### src/rtl/dram_cmd_gen.sv
// DDR4 command generator: decodes one request at a time into ACT/PRE/RD/WR under an
// open-page policy, pacing commands on DRAM-clock ticks (every second CPU_clock cycle).
module dram_cmd_gen #(
   parameter int T_RCD   = 24,
   parameter int T_RP    = 24,
   parameter int T_RAS   = 52,
   parameter int T_CL    = 24,
   parameter int T_CWL   = 20,
   parameter int T_BURST = 4
) (
   input  logic        CPU_clock,
   input  logic        rst,
   input  logic        req_valid,
   input  logic [1:0]  req_opcode,
   input  logic [32:0] req_address,
   output logic        req_ready,
   output logic        cmd_valid,
   output logic [2:0]  cmd_type,
   output logic [1:0]  cmd_bg,
   output logic [1:0]  cmd_bank,
   output logic [14:0] cmd_row,
   output logic [7:0]  cmd_col,
   output logic        done,
   output logic        page_hit
);
   // state      | meaning
   // IDLE       | ready for a request
   // DECIDE     | compare request with the bank's open row
   // PRE        | wait for tRAS, then precharge
   // WAIT_RP    | precharge recovery; ACT issues on the last tick
   // ACT        | activate on the next tick
   // WAIT_RCD   | activate-to-column delay; RD/WR issues on the last tick
   // RW         | column command on the next tick
   // WAIT_DATA  | read/write latency plus burst
   // DONE       | one-cycle completion pulse
   typedef enum logic [3:0] {
      S_IDLE, S_DECIDE, S_PRE, S_WAIT_RP, S_ACT, S_WAIT_RCD, S_RW, S_WAIT_DATA, S_DONE
   } state_t;

   localparam logic [2:0] CMD_NOP = 3'd0, CMD_ACT = 3'd1, CMD_RD = 3'd2,
                          CMD_WR = 3'd3, CMD_PRE = 3'd4;
   localparam logic [6:0] RCD_W = 7'(T_RCD);
   localparam logic [6:0] RP_W  = 7'(T_RP);
   localparam logic [6:0] RAS_W = 7'(T_RAS);
   localparam logic [6:0] RDL_W = 7'(T_CL + T_BURST);
   localparam logic [6:0] WRL_W = 7'(T_CWL + T_BURST);

   state_t      state_q, state_d;
   logic        phase_q;
   logic        wr_q, wr_d, hit_q, hit_d;
   logic [14:0] row_q, row_d;
   logic [7:0]  col_q, col_d;
   logic [3:0]  bidx_q, bidx_d;
   logic [6:0]  wait_q, wait_d;
   logic [15:0] open_q, open_d;
   logic [14:0] open_row_q [16];
   logic [14:0] open_row_d [16];
   logic [6:0]  ras_q [16];
   logic [6:0]  ras_d [16];
   logic        cmd_valid_q, cmd_valid_d;
   logic [2:0]  cmd_type_q, cmd_type_d;
   logic [1:0]  cmd_bg_q, cmd_bg_d, cmd_bank_q, cmd_bank_d;
   logic [14:0] cmd_row_q, cmd_row_d;
   logic [7:0]  cmd_col_q, cmd_col_d;

   logic tick, accept, bank_open, row_match, ras_ok, wait_end;
   logic issue_pre, issue_act, issue_rw;
   logic addr_unused;

   assign addr_unused = ^req_address[5:0];
   assign tick      = phase_q;
   assign req_ready = (state_q == S_IDLE) && !rst;
   assign accept    = req_valid && req_ready;
   assign bank_open = open_q[bidx_q];
   assign row_match = (open_row_q[bidx_q] == row_q);
   assign ras_ok    = (ras_q[bidx_q] >= RAS_W);
   // a zero-valued timing parameter behaves like a single tick
   assign wait_end  = (wait_q <= 7'd1);

   assign issue_pre = tick && (state_q == S_PRE) && ras_ok;
   assign issue_act = tick && ((state_q == S_ACT) || ((state_q == S_WAIT_RP) && wait_end));
   assign issue_rw  = tick && ((state_q == S_RW) || ((state_q == S_WAIT_RCD) && wait_end));

   always_ff @(posedge CPU_clock) begin
      if (rst) begin
         state_q     <= S_IDLE;
         phase_q     <= 1'b0;
         wr_q        <= 1'b0;
         hit_q       <= 1'b0;
         row_q       <= '0;
         col_q       <= '0;
         bidx_q      <= '0;
         wait_q      <= '0;
         open_q      <= '0;
         cmd_valid_q <= 1'b0;
         cmd_type_q  <= CMD_NOP;
         cmd_bg_q    <= '0;
         cmd_bank_q  <= '0;
         cmd_row_q   <= '0;
         cmd_col_q   <= '0;
         for (int i = 0; i < 16; i++) begin
            open_row_q[i] <= '0;
            ras_q[i]      <= '0;
         end
      end else begin
         state_q     <= state_d;
         phase_q     <= ~phase_q;
         wr_q        <= wr_d;
         hit_q       <= hit_d;
         row_q       <= row_d;
         col_q       <= col_d;
         bidx_q      <= bidx_d;
         wait_q      <= wait_d;
         open_q      <= open_d;
         cmd_valid_q <= cmd_valid_d;
         cmd_type_q  <= cmd_type_d;
         cmd_bg_q    <= cmd_bg_d;
         cmd_bank_q  <= cmd_bank_d;
         cmd_row_q   <= cmd_row_d;
         cmd_col_q   <= cmd_col_d;
         for (int i = 0; i < 16; i++) begin
            open_row_q[i] <= open_row_d[i];
            ras_q[i]      <= ras_d[i];
         end
      end
   end

   always_comb begin
      state_d = state_q;
      case (state_q)
         S_IDLE:      if (accept) state_d = S_DECIDE;
         S_DECIDE: begin
            if (bank_open && row_match) state_d = S_RW;
            else if (!bank_open)        state_d = S_ACT;
            else                        state_d = S_PRE;
         end
         S_PRE:       if (issue_pre) state_d = S_WAIT_RP;
         S_WAIT_RP:   if (issue_act) state_d = S_WAIT_RCD;
         S_ACT:       if (issue_act) state_d = S_WAIT_RCD;
         S_WAIT_RCD:  if (issue_rw) state_d = S_WAIT_DATA;
         S_RW:        if (issue_rw) state_d = S_WAIT_DATA;
         S_WAIT_DATA: if (tick && wait_end) state_d = S_DONE;
         S_DONE:      state_d = S_IDLE;
         default:     state_d = S_IDLE;
      endcase
   end

   always_comb begin
      wr_d   = wr_q;
      row_d  = row_q;
      col_d  = col_q;
      bidx_d = bidx_q;
      if (accept) begin
         wr_d   = (req_opcode == 2'd1);
         row_d  = req_address[32:18];
         col_d  = req_address[17:10];
         bidx_d = {req_address[7:6], req_address[9:8]};
      end
      hit_d = hit_q;
      if (state_q == S_DECIDE) hit_d = bank_open && row_match;

      cmd_valid_d = 1'b0;
      cmd_type_d  = CMD_NOP;
      cmd_bg_d    = cmd_bg_q;
      cmd_bank_d  = cmd_bank_q;
      cmd_row_d   = cmd_row_q;
      cmd_col_d   = cmd_col_q;
      if (issue_pre || issue_act || issue_rw) begin
         cmd_valid_d = 1'b1;
         cmd_bg_d    = bidx_q[3:2];
         cmd_bank_d  = bidx_q[1:0];
         cmd_row_d   = row_q;
         cmd_col_d   = col_q;
      end
      if (issue_pre) cmd_type_d = CMD_PRE;
      if (issue_act) cmd_type_d = CMD_ACT;
      if (issue_rw)  cmd_type_d = wr_q ? CMD_WR : CMD_RD;

      wait_d = wait_q;
      if (tick && (state_q == S_WAIT_RP || state_q == S_WAIT_RCD || state_q == S_WAIT_DATA))
         wait_d = wait_q - 7'd1;
      if (issue_pre) wait_d = RP_W;
      if (issue_act) wait_d = RCD_W;
      if (issue_rw)  wait_d = wr_q ? WRL_W : RDL_W;

      open_d = open_q;
      for (int i = 0; i < 16; i++) begin
         open_row_d[i] = open_row_q[i];
         ras_d[i]      = ras_q[i];
         if (tick && ras_q[i] != 7'h7F) ras_d[i] = ras_q[i] + 7'd1;
      end
      if (issue_pre) open_d[bidx_q] = 1'b0;
      if (issue_act) begin
         open_d[bidx_q]     = 1'b1;
         open_row_d[bidx_q] = row_q;
         ras_d[bidx_q]      = '0;
      end
   end

   assign cmd_valid = cmd_valid_q;
   assign cmd_type  = cmd_type_q;
   assign cmd_bg    = cmd_bg_q;
   assign cmd_bank  = cmd_bank_q;
   assign cmd_row   = cmd_row_q;
   assign cmd_col   = cmd_col_q;
   assign done      = (state_q == S_DONE);
   assign page_hit  = (state_q == S_DONE) && hit_q;

endmodule

### config.mk
export PLATFORM = sky130hd
export DESIGN_NAME = dram_cmd_gen
export DESIGN_NICKNAME = d
export VERILOG_FILES = /design/src/rtl/dram_cmd_gen.sv
export SDC_FILE = /design/constraint.sdc
export NUM_CORES = 1
export LEC_CHECK = 0
export BUFFER_PORTS_ARGS = -buffer_cell sky130_fd_sc_hd__buf_2
export CORE_MARGIN = 2
export CORE_UTILIZATION = 40
export DETAILED_ROUTE_END_ITERATION = 10
export GPL_TIMING_DRIVEN = 0
export SYNTH_ARGS = -nofsm -noshare
export SYNTH_HDL_FRONTEND = slang
export SYNTH_SLANG_ARGS = --single-unit
### constraint.sdc
create_clock -name CPU_clock -period 2.4 [get_ports CPU_clock]
set_input_delay 0.24 -clock CPU_clock [delete_from_list [all_inputs] [get_ports CPU_clock]]
set_output_delay 0.24 -clock CPU_clock [all_outputs]
set_load 0.01 [all_outputs]
==> results of run 1 <==
## cell usage in the layout (no fill, tap or decap), types with 8 or more instances in the layout
cell type / Yosys / layout
clkbuf_8: 0 / 13
dfxtp_1: 444 / 410
buf_4: 10 / 65
buf_6: 4 / 21
nor2_1: 381 / 375
ha_1: 18 / 18
nand2_1: 178 / 176
nand4_1: 19 / 19
and3_1: 18 / 18
mux4_2: 63 / 63
or2_2: 30 / 30
a41oi_2: 0 / 8
buf_2: 22 / 70
nor3_1: 15 / 13
o21bai_1: 12 / 11
clkbuf_16: 0 / 53
xor2_1: 73 / 71
nor2_4: 0 / 13
a21oi_1: 69 / 69
o21ai_0: 28 / 27
nand3_1: 23 / 20
clkbuf_1: 101 / 92
a31oi_1: 18 / 18
dfxtp_2: 0 / 29
a21boi_1: 16 / 16
nand2b_1: 52 / 52
dlygate4sd3_1: 0 / 28
xnor2_1: 27 / 27
mux2i_1: 275 / 268
buf_12: 0 / 25
## how the worst max path moves through the flow
| stage | end | slack [ns] | cells past startpoint |
|---|---|---|---|
| floorplan | cmd_row[7] | -0.03 | 8 |
| global placement | hit_q | -1.52 | 9 |
| detailed placement | hit_q | -1.59 | 9 |
| CTS | cmd_row[7] | -0.21 | 9 |
| global route | hit_q | -0.27 | 11 |
| finish | hit_q | -0.24 | 9 |
## power by group through the flow
stage | registers, mW | logic (mW) | clock network, mW
finish | 7.84 | 4.11 | 7.37
global route | 7.87 | 4.29 | 7.77
CTS | 7.82 | 3.77 | 7.47
detailed placement | 7.96 | 3.14 | 0
global placement | 7.95 | 3.11 | 0
floorplan | 7.93 | 2.06 | 0
## worst max-delay path: stages (launching register included)
cell,delay (ns)
dfxtp_4,0.40
buf_12,0.16
buf_12,0.17
mux4_2,0.52
mux2i_1,0.19
mux2i_1,0.16
xor2_1,0.20
nor4_4,0.44
nand4_1,0.17
o32ai_2,0.12
## per-layer routing
layer	track usage (%)	vias up	wire (um)
met3	4.56	196	5790
met5	0	-	0
met2	39.9	813	28800
li1	-	7334	-
met1	32.5	7819	26300
met4	10.9	0	2980
## registers in the layout (all words and copies together) (netlist names), named ones only
signal and cells:
bidx_q 4, wr_q 1, col_q 8, cmd_bg 2
open_q 16, state_q 4, wait_q 7, cmd_col 8
cmd_type 3, hit_q 1, row_q 15, cmd_bank 2
phase_q 1, cmd_row 15, cmd_valid 1, open_row_q 240
ras_q 112
## per-stage QoR
stage / hold WS (ns) / setup TNS [ns] / worst slack [ns] / instance area [um^2] / cells
2_1_floorplan: 0.348 / -1.33 / -0.0334 / 19500 / 2010
3_3_place_gp: 0.439 / -244.95 / -1.52 / 20600 / 2690
3_5_place_dp: 0.447 / -263.95 / -1.59 / 20600 / 2690
4_1_cts: 0.0111 / -7.28 / -0.205 / 23600 / 2870
5_1_grt: 0.0332 / -9.96 / -0.268 / 24100 / 2882
6_report: 0.0441 / -7.30 / -0.236 / 24100 / 2883
## area by class of cell
| type | instances | share of cell area, % |
|---|---|---|
| well taps | 615 | 3.19 |
| multi-input cells | 1413 | 42.8 |
| clock buffers | 76 | 5.96 |
| clock inverters | 12 | 0.498 |
| flip-flops and latches | 444 | 37.0 |
| diodes | 1 | 0.0104 |
| repair buffers | 179 | 6.28 |
| plain buffers | 135 | 4.09 |
| inverters | 8 | 0.145 |
## cells by family after synthesis
| family | count (synthesis) | synth area share (%) |
|---|---|---|
| xor gates and xnor gates | 100 | 4.50 |
| adders and majority gates | 18 | 1.16 |
| and+or+nand+nor | 766 | 17.5 |
| DFF | 444 | 45.7 |
| AOI/OAI and AO/OA | 191 | 6.25 |
| muxes | 338 | 21.4 |
| buffers and inverters | 153 | 3.44 |
## what timing repair did
action | CTS | global route
hold buffers | 28 | 0
endpoints found under the setup margin | 440 | 320
pin swaps | 22 | 33
gates cloned | 1 | 4
hold endpoints to repair | 30 | 0
resized for setup | 159 | 98
buffers inserted | 67 | 15
==> impl_metrics.toml, run 1 <==
[worst_setup_path]
endpoint_kind = "flop"
startpoint_type = "flop"
r2r_slack_ns = -0.24
crit_arrival_ns = 3.13
r2r.worst_path.cells = 9
cp.required_ns = 2.89
setup.worst_path.class = "reg -> reg"
rr_endpoint = "hit_q"
crit_fanout = 10

[detailed_routing]
vias_per_cell = 5.61
wl_per_cell_um = 22.2
initialDrtViolationCount = 1640
drc = 0
ant_nets = 0
drtPass1Iterations = 6
drt-total-wl_um = 63900
vias = 16200

[synthesis]
syn_avg_cell_area_um2 = 9.68
synth_top_area_share_pct = 45.7
async_reset_ff_share_pct = 0
synth_cells = 2010
ys_seq_elements = 444
synth_most_common_cell = "dfxtp_1"
synth_area_leaders = "dfxtp_1 (46%), mux2i_1 (14%), nor2_1 (7.4%)"
synth_largest_area_cell = "dfxtp_1"
synthTopCellsByCount = "dfxtp_1 (444), nor2_1 (381), mux2i_1 (275), nand2_1 (178), clkbuf_1 (101)"
synth-warning-count = 0
synth-main-ff-cell = "dfxtp_1"
syn-cell-area_um2 = 19500
synth.yosys.seq_area_share_pct = 45.7
synth_edf_count = 0
synth_fp_nets = 2066
synthDistinctLibCells = 57

[die]
start_util_pct = 40.7
ios = 72
die-width_um = 225
core_area_um2 = 47800
die_h_um = 225
num_rows = 80
dieArea_um2 = 50400

[status]
status = "finished, violations left"
violations = "setup timing"

[cells_and_area]
final_nets = 2285
drive_gt1_share_pct = 20.9
fillCellCount = 4303
syn2layout_area_growth_pct = 24.1
fin_util_pct = 50.5
multi_input_area_um2 = 10300
regArea_um2 = 8940

[global_route]
grt_antenna_before_repair = 2
track_usage_pct = 24.8
gr-total-overflow = 0
grt_pass1_wl_um = 94200
grt_max_degree = 14
grt_pass1_vias = 15500

[pwr]
switching_power_mw = 5.73
ir_drop_mv = 0.578
fin_total_pwr_mw = 19.3
p_leak_nw = 8.67
seqPwrFrac_pct = 40.6
switching_share_pct = 29.7
pwr-share-comb_pct = 21.3
power.internal_mw = 13.6
p_per_area_nw_per_um2 = 800
p_clk_share_pct = 38.1

[sta]
min_period_ns = 2.64
drv_slew = 0
fin_ws_ns = -0.236
finalSetupViolations = 52
max_freq_ghz = 0.379
slew_headroom_pct = 26.0
hold_viol = 0
skew_ns = 0.0218
rsz0062_at_grt = "true"
fin_crit_sh_pct = 110
worst_pin_slew_ns = 1.11

[clocking]
cts_buffers = 48
htreeDepth = 2
clkLatencyLatePin_ns = 0.59
clkTransAtPathRegs_ns = 0.06
clockBufferDepth = 3
cts_tree = "done"
cts_sinks = 444
cts_root_buffer = "clkbuf_16"

[placement]
dp.final_hpwl_um = 40900
io_buffers = 65
place_congestion = 0.914

[min_path]
hp-start = "req_address[6]"
min_to = "bidx_q[2]"
hold_path_depth = 3
hp-class = "in -> reg"

[flow_run]
cap_violations = 0
Power figures use the tool's default switching activity.
==> inputs of run 2 (changes only) <==
--- a/config.mk
+++ b/config.mk
@@ -10,6 +10,7 @@
 export CORE_UTILIZATION = 40
 export DETAILED_ROUTE_END_ITERATION = 10
 export GPL_TIMING_DRIVEN = 0
+export RECOVER_POWER = 100
 export SYNTH_ARGS = -nofsm -noshare
 export SYNTH_HDL_FRONTEND = slang
 export SYNTH_SLANG_ARGS = --single-unit
==> run 2 against run 1 <==
The run still ends with setup timing left. Sequential power about the same. Non-clock buffer count did not move. Clock-buffer cell count unchanged. Wire length about the same. Critical path depth unchanged. Combinational power is 2% lower. Sequential cell count stayed put. Sequential share of layout area grew 0.33 points. Clock power hardly changed. Critical path type unchanged. Critical endpoint unchanged. Largest cell class unchanged.
==> impl_metrics.toml, run 2 (synthesized netlist as in run 1, its figures left out) <==
[status]
status = "finished, violations left"
violations = "setup timing"

[clocking]
cts_tree = "done"
clockBufferDepth = 3
htreeDepth = 2
clkTransAtPathRegs_ns = 0.06
cts_root_buffer = "clkbuf_16"
clkLatencyLatePin_ns = 0.59
cts_buffers = 48
cts_sinks = 444

[cells_and_area]
fillCellCount = 4360
fin_util_pct = 50.0
final_nets = 2285
regArea_um2 = 8940
fin_cells = 2883
syn2layout_area_growth_pct = 23.0
mostFrequentLayoutCells = "dfxtp_1 (410), nor2_1 (377), mux2i_1 (268), nand2_1 (176), clkbuf_1 (129)"
reg_top3 = "open_row_q: 240 flops, ras_q: 112 flops, open_q: 16 flops"
design_area_um2 = 23900
largest_register = "open_row_q"
multi_input_area_um2 = 10300
drive_gt1_share_pct = 18.9
largest_register_ffs = 240
final_common_cell = "dfxtp_1"

[detailed_routing]
drtPass1Iterations = 5
vias = 16100
vias_per_cell = 5.57
drc = 0
drt-total-wl_um = 63900
ant_nets = 0
wl_per_cell_um = 22.2
initialDrtViolationCount = 1602

[sta]
fin_crit_sh_pct = 109
min_period_ns = 2.63
hold_viol = 0
max_freq_ghz = 0.381
drv_slew = 0
worst_pin_slew_ns = 1.15
fin_ws_ns = -0.226
skew_ns = 0.0156
finalSetupViolations = 160
rsz0062_at_grt = "true"
slew_headroom_pct = 23.2

[placement]
dp_slack_ns = -1.59
place_congestion = 0.914
place_inst = 2690
dp.final_hpwl_um = 40900
place_area_um2 = 20600
io_buffers = 65

[worst_setup_path]
endpoint_kind = "flop"
crit_arrival_ns = 3.12
crit_fanout = 10
cp.required_ns = 2.89
crit_slowest_cell = "mux4_2"
critPathMaxStageDelay_ns = 0.52
r2r.worst_path.cells = 9
setup.worst_path.class = "reg -> reg"
path_cells = "buf_12, buf_12, mux4_2, mux2i_1, mux2i_1, xor2_1, nor4_4, nand4_1, o32ai_2"
rr_endpoint = "hit_q"
r2r_slack_ns = -0.23
startpoint_type = "flop"

[die]
num_rows = 80
die-width_um = 225
start_util_pct = 40.7
dieArea_um2 = 50400
core_area_um2 = 47800
die_h_um = 225
ios = 72

[global_route]
grt_pass1_wl_um = 94200
track_usage_pct = 24.8
grt_max_degree = 14
grt_antenna_before_repair = 2
grt_pass1_vias = 15500
gr-total-overflow = 0

[pwr]
p_leak_nw = 8.48
fin_total_pwr_mw = 19.2
ir_drop_mv = 0.577
p_per_area_nw_per_um2 = 804

[min_path]
hp-start = "req_address[6]"
min_to = "bidx_q[2]"
hp-class = "in -> reg"
hold_path_depth = 3

[flow_run]
cap_violations = 0
## run 2: area by class of cell
type / instances / share of cell area [%]
Clock inverter: 12 / 0.502
Buffer: 135 / 4.04
Clock buffer: 76 / 6.01
Inverter: 8 / 0.146
Tap cell: 615 / 3.22
Timing Repair Buffer: 179 / 5.84
Multi-Input combinational cell: 1413 / 42.9
Sequential cell: 444 / 37.4
Antenna cell: 1 / 0.0105
## run 2: per-stage QoR
| stage | hold WS [ns] | setup TNS, ns |
|---|---|---|
| floorplan | 0.348 | -1.33 |
| global placement | 0.439 | -244.95 |
| detailed placement | 0.447 | -263.95 |
| CTS | 0.0111 | -7.28 |
| global route | 0.0332 | -31.21 |
| finish | 0.0448 | -10.70 |
## run 2: what timing repair did
| action | CTS | global route |
|---|---|---|
| resized for setup | 159 | 98 |
| hold endpoints to repair | 30 | 0 |
| setup buffers | 67 | 15 |
| setup endpoints to repair | 440 | 320 |
| hold buffers | 28 | 0 |
| pin swaps | 22 | 33 |
| cloned | 1 | 4 |
## run 2: report_power, final
group / switching (mW) / internal (mW) / total (mW)
registers: 0.208 / 7.63 / 7.84
logic: 2.44 / 1.59 / 4.04
clock network: 3.05 / 4.32 / 7.36
## run 2: worst max path at each step
stage	start	to	slack, ns	cells past startpoint
final	flop	hit_q	-0.23	9
after detailed placement	flop	hit_q	-1.59	9
after global routing	flop	hit_q	-0.27	11
after CTS	flop	cmd_row[7]	-0.21	9
after floorplan	flop	cmd_row[7]	-0.03	8
after global placement	flop	hit_q	-1.52	9
## run 2: critical path, delay by kind of cell (launching register included)
family	cells	cell delay [ns]
DFF	1	0.40
and+or+nand+nor	2	0.62
xor gates and xnor gates	1	0.19
buffers and inverters	2	0.33
muxes	3	0.86
AOI/OAI and AO/OA	1	0.12
## run 2: routing by layer
metal | wire [um] | global-route usage, % | part of all wire, %
met1 | 26200 | 32.5 | 41
met2 | 29100 | 39.9 | 45
met3 | 5800 | 4.56 | 9.1
met4 | 2840 | 10.9 | 4.4
met5 | 0 | 0 | 0
